## src/rtl/gray_ptr_receiver.sv

```systemverilog
// Read-side pointer logic for an asynchronous FIFO. It brings the producer's
// gray-coded write pointer into the clk domain through a synchronizer chain,
// decodes it to binary, and tracks the local read pointer. It also reports
// occupancy and three sticky error flags: an illegal gray jump, a read while
// empty, and occupancy beyond the FIFO depth.
module gray_ptr_receiver #(
  parameter int SIZE        = 4,
  parameter int SYNC_STAGES = 2
) (
  input  logic            clk,
  input  logic            rst,
  input  logic [SIZE:0]   wgray_async,
  input  logic            rd_en,
  output logic [SIZE-1:0] rd_addr,
  output logic [SIZE:0]   rd_gray,
  output logic [SIZE:0]   wbin_sync,
  output logic [SIZE:0]   count,
  output logic            empty,
  output logic            gray_err,
  output logic            underflow,
  output logic            ovf_err
);

  localparam logic [SIZE:0] PTR_ONE   = {{SIZE{1'b0}}, 1'b1};
  localparam logic [SIZE:0] PTR_DEPTH = {1'b1, {SIZE{1'b0}}};

  // Stage 0 is the metastability-exposed capture flop; the last stage is wgray_s.
  logic [SYNC_STAGES-1:0][SIZE:0] sync_q;
  logic [SIZE:0]                  wgray_s;
  logic [SIZE:0]                  wgray_prev;
  logic [SIZE:0]                  gray_diff;
  logic                           gray_jump;
  logic [SIZE:0]                  rbin;
  logic [SIZE:0]                  rbin_next;
  logic                           rd_ok;

  function automatic logic [SIZE:0] gray2bin(input logic [SIZE:0] g);
    logic [SIZE:0] b;
    b[SIZE] = g[SIZE];
    for (int i = SIZE - 1; i >= 0; i--) begin
      b[i] = b[i+1] ^ g[i];
    end
    return b;
  endfunction

  assign wgray_s = sync_q[SYNC_STAGES-1];

  // A legal gray pointer moves one bit at a time. A nonzero difference with
  // more than one bit set survives clearing its lowest set bit.
  assign gray_diff = wgray_s ^ wgray_prev;
  assign gray_jump = |(gray_diff & (gray_diff - PTR_ONE));

  // Occupancy is derived purely from registered pointers.
  assign count   = wbin_sync - rbin;
  assign empty   = (wbin_sync == rbin);
  assign rd_addr = rbin[SIZE-1:0];

  // A read is accepted only against the current empty flag.
  assign rd_ok     = rd_en & ~empty;
  assign rbin_next = rd_ok ? (rbin + PTR_ONE) : rbin;

  // Plain shift chain with no logic between stages.
  always_ff @(posedge clk) begin
    if (rst) begin
      sync_q <= '0;
    end else begin
      sync_q <= {sync_q[SYNC_STAGES-2:0], wgray_async};
    end
  end

  // Decode the synchronized pointer and remember the last sample for the jump check.
  always_ff @(posedge clk) begin
    if (rst) begin
      wbin_sync  <= '0;
      wgray_prev <= '0;
    end else begin
      wbin_sync  <= gray2bin(wgray_s);
      wgray_prev <= wgray_s;
    end
  end

  // Read pointer and its gray image advance together so rd_gray is glitch-free.
  always_ff @(posedge clk) begin
    if (rst) begin
      rbin    <= '0;
      rd_gray <= '0;
    end else begin
      rbin    <= rbin_next;
      rd_gray <= (rbin_next >> 1) ^ rbin_next;
    end
  end

  // Sticky error flags, cleared only by reset.
  always_ff @(posedge clk) begin
    if (rst) begin
      gray_err  <= 1'b0;
      underflow <= 1'b0;
      ovf_err   <= 1'b0;
    end else begin
      gray_err  <= gray_err | gray_jump;
      underflow <= underflow | (rd_en & empty);
      ovf_err   <= ovf_err | (count > PTR_DEPTH);
    end
  end

endmodule

```

## config.mk

```make
export PLATFORM = sky130hd
export DESIGN_NAME = gray_ptr_receiver
export DESIGN_NICKNAME = d
export VERILOG_FILES = /design/src/rtl/gray_ptr_receiver.sv
export SDC_FILE = /design/constraint.sdc
export NUM_CORES = 1
export LEC_CHECK = 0
export ABC_CLOCK_PERIOD_IN_PS = 2900
export BUFFER_PORTS_ARGS = -buffer_cell sky130_fd_sc_hd__buf_2
export CORE_MARGIN = 1.5
export CORE_UTILIZATION = 45
export CTS_CLUSTER_DIAMETER = 30
export CTS_CLUSTER_SIZE = 24
export DETAILED_ROUTE_END_ITERATION = 16
export GPL_TIMING_DRIVEN = 0
export PLACE_DENSITY = 0.73
export SLEW_MARGIN = 5
export SYNTH_ARGS = -nofsm -noshare
export SYNTH_HDL_FRONTEND = slang
export SYNTH_SLANG_ARGS = --single-unit
```

## constraint.sdc

```tcl
create_clock -name clk -period 2.9 [get_ports clk]
set_input_delay 0.145 -clock clk [delete_from_list [all_inputs] [get_ports clk]]
set_output_delay 0.145 -clock clk [all_outputs]
set_load 0.03 [all_outputs]
```

==> flow_summary.toml <==
[status]
status = "completed"

[critical_path]
r2r-start = "rbin[2]"
worstSetupPathType = "reg -> out"
startpoint = "rbin[0]"
critPathLaunchType = "flip-flop"
worst-path-max-fanout = 9
cp.depth = 6
timing.critical_path.to_type = "output port"
crit_buf_inv = 1
critical_path.top_delay_family = "adder cells"
cp_slowest_cell = "dfxtp_1"
cp.arrival_ps = 2240
r2r_cells = 7
required_ps = 2760
crit_chain = "ha_1 > fa_1 > or2b_1 > a21oi_1 > xnor2_1 > buf_2"
cp-endpoint = "count[4]"
reg2reg_to = "rd_gray[2]"
reg2reg_slack_ps = 570
cp_slowest_stage_delay_ps = 420

[sta]
hold_viol_final = 0
finalSetupTns_ps = 0
setup_viol = 0
tightest_slew_ps = 470.0
worst_hold_slack_ps = 9.305
period_share_pct = 82.13
period_minus_slack_ps = 2382
fin_skew_ps = 9.404
max_freq_mhz = 419.9
slew_headroom_pct = 68.66
drv_slew = 0
rsz0062_at_grt = "no"

[logic_synthesis]
yosysSeqAreaShare_pct = 44.60
synth_edf_count = 0
syn-num-nets = 155
syn_area_sq_um = 1391
synth_ff_type = "dfxtp_1"
ys_warn_count = 0
synth-seq-cells = 31
syn_inst = 141
synth_area_per_cell_sq_um = 9.868
ys_types = 30
synthArstFlopShare_pct = 0

[finish]
layout-drive-gt1-share_pct = 26.82
final_common_cell = "dfxtp_1"
mostFrequentLayoutCells = "dfxtp_1 (31), buf_2 (29), nor2_1 (21)"
syn2layout_area_growth_pct = 20.14
seqCellArea_sq_um = 620.6
nFillCells = 257
multiInputGateArea_sq_um = 706.9
diodes = 0
fin_nets = 192

[cts]
cts_tree = "built"
htree_num_levels = 2
cts_sinks = 31
cts_inserted_buffers = 5
clkTransAtPathRegs_ps = 100
clkLatencyLatePin_ps = 350
cts_root_buffer = "clkbuf_4"
cts_buffer_depth = 2
cts_setup_buffers = 0
ctsResizeCount = 0

[pwr]
cellPowerDensity_nw_per_um2 = 746.0
ir_drop_v = 0.0003359
p_leak_nw = 0.8047
total_power_w = 0.001247

[routing]
drtIter0Drc = 28
drtPass1Iterations = 4
vias = 1064
drcViolationCount = 0
wl_per_cell_um = 12.27
routed_wl_um = 2576
viasPerCell = 5.067
ant_nets = 0

[floorplan]
die_h_um = 58.61
die_x_um = 58.61
top_level_ports = 31
die_area_sq_um = 3435
initial_core_util_pct = 48.77
core_area_sq_um = 2853
placementRows = 19

[global_route]
grt_pass1_wl_um = 4298
grt-ovfl-total = 0
grt_max_degree = 11
antenna_found_initial = 0
grtUsageTotal_pct = 17.47
grt_pass1_vias = 992

[hold_path]
hold_path.class = "in -> reg"
worstHoldPathCells = 2

[place]
place_hpwl_um = 1871
io_buffer_count = 29
gp_congestion = 0.8663

[flow_run]
cap_violations = 0
## repair_timing
action / 4_1_cts / 5_1_grt
hold buffers: 1 / 0
setup endpoints to repair: 0 / 0
endpoints found under the hold margin: 1 / 0
## kinds of logic after synthesis
family | count (synthesis) | share of synthesized area [%]
xor+xnor | 17 | 11.24
fa+ha+maj | 7 | 6.655
simple gates | 48 | 18.08
flops | 31 | 44.60
compound gates | 15 | 7.824
mux | 9 | 7.014
buf+inv | 14 | 4.586
## worst reg2reg max path: cells and delay by family, from the launching register on
kind	cells	cell delay, ps
compound gates	2	530
fa+ha+maj	1	400
buf+inv	2	260
flops	1	470
mux	1	370
simple gates	1	180
## registers in the layout, summed over array words and instances, names as in the netlist
signal	count
gray_err	1
ovf_err	1
rbin	4
rd_gray	5
sync_q	5
underflow	1
wbin_sync	5
wgray_prev	4
wgray_s	5
## final cells by class
cell class / instances / area share, %
tap: 31 / 2.320
buffer: 6 / 2.021
clock buffer: 6 / 3.069
inverter: 8 / 1.796
sequential: 31 / 37.13
multi-input combinational: 96 / 42.29
clock inverter: 2 / 2.096
timing repair buffer: 30 / 9.281
## routing by layer
metal,routed length (um),track usage (%),vias to the layer above
li1,-,-,536
met1,1098,19.28,487
met2,1270,28.09,30
met3,116,5.934,11
met4,91,12.34,0
met5,0,0,-
## how the worst min path moves through the flow
| stage | start | end |
|---|---|---|
| 2_1_floorplan | wgray_async[0] | sync_q[0] |
| 3_3_place_gp | wgray_async[0] | sync_q[0] |
| 3_5_place_dp | wgray_async[3] | sync_q[3] |
| 4_1_cts | wgray_async[2] | sync_q[2] |
| 5_1_grt | wgray_async[1] | sync_q[1] |
| 6_report | wgray_async[1] | sync_q[1] |
## synth_stat cells, types with 2 or more instances
| library cell | count | area share, % |
|---|---|---|
| a21oi_1 | 4 | 1.4 |
| a221oi_1 | 2 | 1.3 |
| and3_1 | 2 | 0.90 |
| clkbuf_1 | 3 | 0.81 |
| dfxtp_1 | 31 | 45 |
| ha_1 | 5 | 4.5 |
| inv_1 | 8 | 2.2 |
| mux2_2 | 6 | 4.9 |
| mux2i_1 | 3 | 2.2 |
| nand2_1 | 2 | 0.54 |
| nor2_1 | 21 | 5.7 |
| nor2b_1 | 19 | 8.5 |
| o211ai_1 | 4 | 2.2 |
| xnor2_1 | 8 | 5.0 |
| xor2_1 | 8 | 5.0 |
## per-stage QoR
step                util [%]  setup slack (ps)  cell area (sq um)  instances
finish                 58.60             518.2               1672        210
global route           58.60             409.1               1672        210
CTS                    58.60             507.6               1672        210
detailed placement     55.22             593.8               1575        201
global placement       55.22             660.5               1575        201
floorplan                  -             599.2               1391        141
## where the power goes
group	internal [W]	switching (W)	leakage, nW
clock	0.000203	0.000158	0.0482
sequential	0.000461	0.0000294	0.254
combinational	0.000145	0.000250	0.502
Note: power is estimated with default switching activity, not from simulation.
